## src/rtl/pixel_stream_tx.sv

```systemverilog
// pixel_stream_tx: streams one picture from a 1-cycle-latency memory to a ready/valid consumer.
// Optional feature macro PIXEL_CLASS_EN adds a registered pixel_class output.
module pixel_stream_tx #(
  parameter int PIX_NUM = 16384,
  parameter int ADDR_W  = 14
) (
  input  logic              clk,
  input  logic              reset,
  input  logic              start,
  input  logic              abort,
  output logic [ADDR_W-1:0] mem_addr,
  output logic              mem_rd_en,
  input  logic [23:0]       mem_rdata,
  output logic [23:0]       pixel_out,
  output logic              pixel_valid,
  input  logic              pixel_ready,
  output logic              last_pixel,
`ifdef PIXEL_CLASS_EN
  output logic [1:0]        pixel_class,
`endif
  output logic              busy,
  output logic              done
);
  typedef enum logic [1:0] {IDLE, RUN, DRAIN} state_t;
  localparam logic [ADDR_W-1:0] LAST = ADDR_W'(PIX_NUM - 1);
  state_t state;
  logic rd_vld, rd_last, skid_vld, skid_last, xfer, adv, at_last, nxt_avail, nxt_last;
  logic [23:0] skid, nxt_pix;
  logic [1:0] occ;
  assign xfer = pixel_valid & pixel_ready;
  assign adv = ~pixel_valid | pixel_ready;
  assign at_last = mem_addr == LAST;
  assign nxt_avail = skid_vld | rd_vld;
  assign nxt_pix = skid_vld ? skid : mem_rdata;
  assign nxt_last = skid_vld ? skid_last : rd_last;
  // pixels still owed to the consumer after this cycle's transfer (returning read + held pixels)
  assign occ = 2'(rd_vld) + 2'(pixel_valid) + 2'(skid_vld) - 2'(xfer);
  // the start cycle itself reads address 0; in RUN at most two pixels may be outstanding
  assign mem_rd_en = reset & ~abort & (state == IDLE ? start : (state == RUN && occ < 2'd2));
  // control FSM and address counter
  always_ff @(posedge clk or negedge reset)
    if (!reset) begin
      state <= IDLE;
      mem_addr <= '0;
      busy <= 1'b0;
      done <= 1'b0;
    end else if (abort) begin
      state <= IDLE;
      mem_addr <= '0;
      busy <= 1'b0;
      done <= 1'b0;
    end else begin
      if (mem_rd_en && !at_last) mem_addr <= mem_addr + ADDR_W'(1);
      done <= 1'b0;
      case (state)
        IDLE: if (start) begin
          state <= RUN;
          busy <= 1'b1;
        end
        RUN: if (mem_rd_en && at_last) state <= DRAIN;
        DRAIN: if (xfer && last_pixel) begin
          state <= IDLE;
          busy <= 1'b0;
          done <= 1'b1;
          mem_addr <= '0;
        end
        default: state <= IDLE;
      endcase
    end
  // output register with a one-entry skid buffer catching the read that returns during a stall
  always_ff @(posedge clk or negedge reset)
    if (!reset) begin
      rd_vld <= 1'b0;
      rd_last <= 1'b0;
      pixel_out <= '0;
      pixel_valid <= 1'b0;
      last_pixel <= 1'b0;
      skid <= '0;
      skid_vld <= 1'b0;
      skid_last <= 1'b0;
    end else if (abort) begin
      rd_vld <= 1'b0;
      rd_last <= 1'b0;
      pixel_valid <= 1'b0;
      last_pixel <= 1'b0;
      skid_vld <= 1'b0;
    end else begin
      rd_vld <= mem_rd_en;
      rd_last <= mem_rd_en & at_last;
      if (adv) begin
        pixel_valid <= nxt_avail;
        last_pixel <= nxt_avail & nxt_last;
        if (nxt_avail) pixel_out <= nxt_pix;
      end
      skid_vld <= adv ? skid_vld & rd_vld : skid_vld | rd_vld;
      if (rd_vld) begin
        skid <= mem_rdata;
        skid_last <= rd_last;
      end
    end
`ifdef PIXEL_CLASS_EN
  logic [7:0] r, g, b;
  logic [1:0] nxt_class;
  assign {r, g, b} = nxt_pix;
  assign nxt_class = (g >= b && g > r) ? 2'b01 : (b > g && b > r) ? 2'b10 : 2'b00;
  // colour class registered together with pixel_out
  always_ff @(posedge clk or negedge reset)
    if (!reset) pixel_class <= 2'b00;
    else if (!abort && adv && nxt_avail) pixel_class <= nxt_class;
`endif
endmodule

```

## config.mk

```make
export PLATFORM = sky130hd
export DESIGN_NAME = pixel_stream_tx
export DESIGN_NICKNAME = d
export VERILOG_FILES = /design/src/rtl/pixel_stream_tx.sv
export SDC_FILE = /design/constraint.sdc
export NUM_CORES = 1
export LEC_CHECK = 0
export ABC_AREA = 1
export ABC_CLOCK_PERIOD_IN_PS = 2300
export BUFFER_PORTS_ARGS = -buffer_cell sky130_fd_sc_hd__buf_2
export CAP_MARGIN = 0
export CELL_PAD_IN_SITES_DETAIL_PLACEMENT = 1
export CELL_PAD_IN_SITES_GLOBAL_PLACEMENT = 2
export CORE_MARGIN = 2
export CORE_UTILIZATION = 31
export DETAILED_ROUTE_END_ITERATION = 6
export HOLD_SLACK_MARGIN = 0.03
export PLACE_DENSITY = 0.81
export SLEW_MARGIN = 20
export SYNTH_ARGS = -nofsm -noshare
export SYNTH_HDL_FRONTEND = slang
export SYNTH_SLANG_ARGS = --single-unit
```

## constraint.sdc

```tcl
create_clock -name clk -period 2.3 [get_ports clk]
set_input_delay 0 -clock clk [delete_from_list [all_inputs] [get_ports clk]]
set_output_delay 0 -clock clk [all_outputs]
set_load 0.01 [all_outputs]
```

==> impl_metrics.toml, run 1 <==
[routing]
route.detailed.drc = 0
drtPass1Iterations = 4
vias_per_cell = 4.59
drtIter0Drc = 86
postRouteAntennaNets = 0
routed_wl_mm = 9.54
vias = 3130
wl_per_cell_microns = 14.0

[cells_and_area]
post_route_cells_drive_above_1_share = 0.220
fin_nets = 569
seq_area_sq_um = 1800
stdcell_count = 682
mostFrequentLayoutCell = "nand2_1"
final_cell_mix = "nand2_1, o21ai_0, dfrtp_1, buf_2, inv_1"
area_delta_synth_final_pct = 32.7
diodes = 0
post-route-util = 0.420
fill_cells = 1337
multiInputGateArea_sq_um = 1350
final_cell_area_sq_um = 4530

[power_and_ir_drop]
vdd_drop_max_mv = 0.349
power.density_nw_per_um2 = 734
p_leak_uw = 0.00239

[placement]
dp_cells = 634
place_ws_ps = 148
gp_congestion = 0.747
hpwlAfterDp_mm = 6.32
portBuffers = 71
placed_area_sq_um = 3940

[sta]
slew-limit-headroom = 0.529
fmax_mhz = 463
setup_viol = 0
period_minus_slack_ps = 2160
tightest_slew_ps = 707
clock_skew_ps = 9.93
drv_slew = 0
hold_viol = 0
min_period_over_period = 0.940
tns_ps = 0
setup_ws_ps = 139

[logic_synthesis]
ys_seq_area_frac = 0.528
synth_edf_count = 0
synth.top_cell.area_share = 0.528
synthFlopType = "dfrtp_1"
synth_area_leader_cell = "dfrtp_1"
synth_nets = 464
netlist_instances = 432
synth_warnings = 0
avgSynthCellArea_sq_um = 7.90
yosys-top-cells-area = "dfrtp_1, nand2_1, o21ai_0"
synth-async-reset-ratio = 1.00
synth_area_sq_um = 3410
synth.distinct_cells = 24
synth-seq-cells = 72

[worst_hold_path]
hold_path.class = "primary input to flip-flop"
holdCritStartpoint = "start"

[setup_path]
crit_path_end = "mem_addr[3]$_DFF_PN0_"
ff2ff_path_depth = 16
crit_chain = "nand2_1, inv_2, ha_1, inv_1, ha_4, nand2_2, nand2_2, nand2_2, nand3_4, nand2_4, nor2_4, clkbuf_16, nand2_1, nand2_1, inv_1, nor2_1"
worstPathBufferInverterCount = 4
cpPeakStageDelay_ps = 400
critPathTopFamily = "simple AND/OR/NAND/NOR gates"
criticalPathCategory = "flip-flop to flip-flop"
cp_max_fo = 5
startpoint_type = "flip-flop"
crit_required_ps = 2590
crit_path_start = "pixel_valid$_DFFE_PN0P_"
slowest_stage = "dfrtp_1"
r2r_slack_ps = 140
r2r-start = "pixel_valid$_DFFE_PN0P_"
crit_arrival_ps = 2450
timing.rr.end = "mem_addr[3]$_DFF_PN0_"
endpoint_kind = "flip-flop"
worst-path-stages = 16

[floorplanning]
design.core.area_sq_um = 10800
start_util = 0.316
dieHeight_microns = 109
std_cell_rows = 38
die_w_microns = 109
io_pins = 72
dieArea_sq_um = 11900

[clocking]
htreeDepth = 3
tritoncts = "built"
cts-buffers-inserted = 9
clkSinkCount = 72
cts_root_buf = "clkbuf_8"
clk_pin_slew_ps = 80
cts_buffer_depth = 2
insertion_delay_ps = 360

[outcome]
status = "completed"

[global_routing]
grt_usage = 0.168
antenna_found_initial = 0
grt_max_degree = 53
grt_pass1_vias = 3221
grt_pass1_wl_mm = 15.4
gr-total-overflow = 0

[flow_run]
maxCapViolCount = 0
-- cells in the mapped netlist (2+ instances only) --
cell and instances:
dfrtp_1 72, o21ai_0 84, nand4_1 4, a21oi_1 5, xor2_1 3, ha_1 3, buf_2 5, nand3_1 12
buf_1 2, nor2_4 4, nand2_2 4, nor2_1 29, o21ai_1 6, inv_1 59, clkbuf_1 9, nand2_1 122
nor2_2 2
-- through the flow --
stage / total power, uW / hold WS (ps)
2_1_floorplan: 1950 / -296
3_3_place_gp: 2210 / 90.9
3_5_place_dp: 2250 / 91.5
4_1_cts: 3350 / 80.8
5_1_grt: 3540 / 115
6_report: 3330 / 88.5
-- report_power, final --
group	total, uW	switching, uW	internal (uW)
logic	637	353	283
registers	1630	139	1500
clock network	1060	522	534
total	3330	1010	2310
-- registers in the layout (all words and copies together), names as in the netlist, 2 cells and up --
| name | count |
|---|---|
| mem_addr | 14 |
| skid | 24 |
| state | 2 |
| pixel_out | 24 |
-- cell type report --
class,count,share of cell area
sequential,72,0.398
multi-input combinational,283,0.299
timing repair buffer,111,0.170
inverter,60,0.0497
tap,140,0.0387
clock buffer,10,0.0304
clock inverter,6,0.0149
-- worst min path at each step --
stage / slack, ps / end / depth (start not counted)
floorplan: -300 / busy$_DFFE_PN0P_ / 0
global placement: 90 / pixel_out[4]$_DFFE_PN0P_ / 2
detailed placement: 90 / skid[2]$_DFFE_PN0P_ / 2
CTS: 80 / state[1]$_DFFE_PN0P_ / 4
global route: 120 / state[1]$_DFFE_PN0P_ / 4
finish: 90 / state[1]$_DFFE_PN0P_ / 4
-- per-layer routing --
layer / track usage / vias to the layer above / wire length [microns]
met5: 0 / - / 0
met4: 0.0778 / 0 / 200
met3: 0.0305 / 14 / 342
met2: 0.276 / 59 / 4470
met1: 0.214 / 1488 / 4530
li1: - / 1569 / -
-- tightest hold or removal path: stages --
cell	delay, ps
buf_2	110
o31ai_1	90
a21oi_1	150
a21oi_1	60
-- cells by family after synthesis --
logic type | count (synthesis) | share of synthesized area
and+or+nand+nor | 179 | 0.218
DFF | 72 | 0.528
AOI/OAI and AO/OA | 97 | 0.144
xor gates and xnor gates | 4 | 0.0103
adders and majority gates | 3 | 0.0110
buffers and inverters | 77 | 0.0887
-- what timing repair did --
item | 4_1_cts | 5_1_grt
hold endpoints to repair | 60 | 0
gates resized for setup | 0 | 9
endpoints found under the setup margin | 0 | 14
hold buffers | 27 | 0
buffers inserted | 0 | 3
Power figures use the tool's default switching activity.
==> run 2, diff against run 1 <==
Settings changed: BUFFER_PORTS_ARGS -buffer_cell sky130_fd_sc_hd__buf_2 to default, CORE_UTILIZATION 31 to 35, DONT_BUFFER_PORTS from default to 1, MAX_ROUTING_LAYER from default to met4, PLACE_DENSITY 0.81 to 0.79, SKIP_CTS_REPAIR_TIMING from default to 1.
==> impl_metrics.toml, run 2 (synthesis gave the netlist of run 1 again) <==
[setup_path]
criticalPathCategory = "flip-flop to flip-flop"
ff2ff_path_depth = 14
crit_chain = "nand2_1, inv_1, ha_1, inv_1, ha_1, nand2_1, nand3_1, nand3_2, nand2_2, nor2_4, buf_12, nand2_1, o21ai_1, nor2_1"
slowest_stage = "dfrtp_1"
r2r_slack_ps = 240
timing.rr.end = "mem_addr[7]$_DFF_PN0_"
crit_path_start = "pixel_valid$_DFFE_PN0P_"
r2r-start = "pixel_valid$_DFFE_PN0P_"
crit_path_end = "mem_addr[7]$_DFF_PN0_"
endpoint_kind = "flip-flop"
startpoint_type = "flip-flop"
crit_arrival_ps = 2290
crit_required_ps = 2530
cpPeakStageDelay_ps = 380
crit_top_cell = "nand2_1"
cp_max_fo = 19

[cells_and_area]
final_cell_mix = "nand2_1, o21ai_0, dfrtp_1, inv_1"
largest_registers = "pixel_out: 24 flops, skid: 24 flops, mem_addr: 14 flops"
fill_cells = 1196
stdcell_count = 601
final_cell_area_sq_um = 4160
mostFrequentLayoutCell = "nand2_1"
fin_nets = 495
area_delta_synth_final_pct = 21.8
post_route_cells_drive_above_1_share = 0.0791
diodes = 0

[clocking]
htreeDepth = 3
insertion_delay_ps = 350
cts-buffers-inserted = 9
clkSinkCount = 72
tritoncts = "built"
clk_pin_slew_ps = 80
cts_root_buf = "clkbuf_8"
cts_buffer_depth = 2

[sta]
min_period_over_period = 0.896
slew-limit-headroom = 0.678
rsz0062_at_grt = "no"
fmax_mhz = 485
clock_skew_ps = 8.08
period_minus_slack_ps = 2060
tightest_slew_ps = 481
setup_viol = 0
tns_ps = 0
hold_viol = 0
drv_slew = 0

[routing]
route.detailed.drc = 0
drtPass1Iterations = 4
wl_per_cell_microns = 14.1
vias_per_cell = 4.77
postRouteAntennaNets = 0
drtIter0Drc = 80
vias = 2866
routed_wl_mm = 8.49

[placement]
portBuffers = 0
gp_congestion = 0.760
dp_cells = 555
placed_area_sq_um = 3580
hpwlAfterDp_mm = 5.45

[floorplanning]
std_cell_rows = 36
dieArea_sq_um = 10600
design.core.area_sq_um = 9640
dieHeight_microns = 103
die_w_microns = 103
start_util = 0.354
io_pins = 72

[global_routing]
grt_usage = 0.174
grt_max_degree = 74
grt_pass1_wl_mm = 13.8
gr-total-overflow = 0
grt_pass1_vias = 2775
antenna_found_initial = 0

[worst_hold_path]
hold_path.class = "primary input to flip-flop"

[power_and_ir_drop]
p_leak_uw = 0.00208
vdd_drop_max_mv = 0.313
power.density_nw_per_um2 = 817

[flow_run]
maxCapViolCount = 0

[outcome]
status = "completed"
run 2: cell types whose count changed in the layout (fill, tap and decap cells not counted), sizes merged:
cell | before | now
clkinvlp | 2 | 1
inv | 61 | 60
clkbuf | 12 | 11
bufinv | 1 | 3
clkinv | 2 | 1
dlygate4sd3 | 27 | 29
buf | 82 | 8
run 2: critical path, delay by kind of cell, from the launching register on:
family          cells  cell delay (ps)
flops               1              380
buf+inv             3              250
simple gates        8              710
fa+ha+maj           2              510
compound gates      1               90
run 2: cell type report:
cell class / count / area [sq um] / area share
multi-input combinational: 283 / 1320 / 0.316
timing repair buffer: 37 / 395 / 0.0951
inverter: 60 / 225 / 0.0542
clock buffer: 11 / 151 / 0.0364
clock inverter: 5 / 103 / 0.0247
sequential: 72 / 1800 / 0.433
tap: 133 / 166 / 0.0400
run 2: how the worst min path moves through the flow:
stage / from / end / slack [ps] / cells past startpoint
after floorplan: reset / busy$_DFFE_PN0P_ / -300 / 0
after global placement: reset / skid[7]$_DFFE_PN0P_ / -290 / 0
after detailed placement: reset / pixel_out[4]$_DFFE_PN0P_ / -290 / 0
after CTS: reset / skid[9]$_DFFE_PN0P_ / -680 / 0
after global routing: start / rd_vld$_DFF_PN0_ / 50 / 4
final: start / rd_vld$_DFF_PN0_ / 20 / 4
run 2: metrics by stage:
stage	total power [uW]	utilization	hold WS, ps	setup slack, ps
after floorplan	1950	-	-296	263
after global placement	2050	0.371	-293	306
after detailed placement	2080	0.371	-294	211
after CTS	3380	0.398	-685	200
after global routing	3610	0.431	53.0	23.7
final	3400	0.431	17.4	240
run 2: power breakdown:
group	internal, uW	switching [uW]
Clock	778	505
Combinational	172	218
Sequential	1500	226
Total	2450	950
run 2: layer usage:
layer  part of all wire  vias to the layer above  track usage
met2               0.48                       52        0.271
met3              0.040                       11       0.0380
met4              0.016                        0       0.0698
met1               0.47                     1386        0.220
met5                  0                        -            -
li1                   -                     1417            -
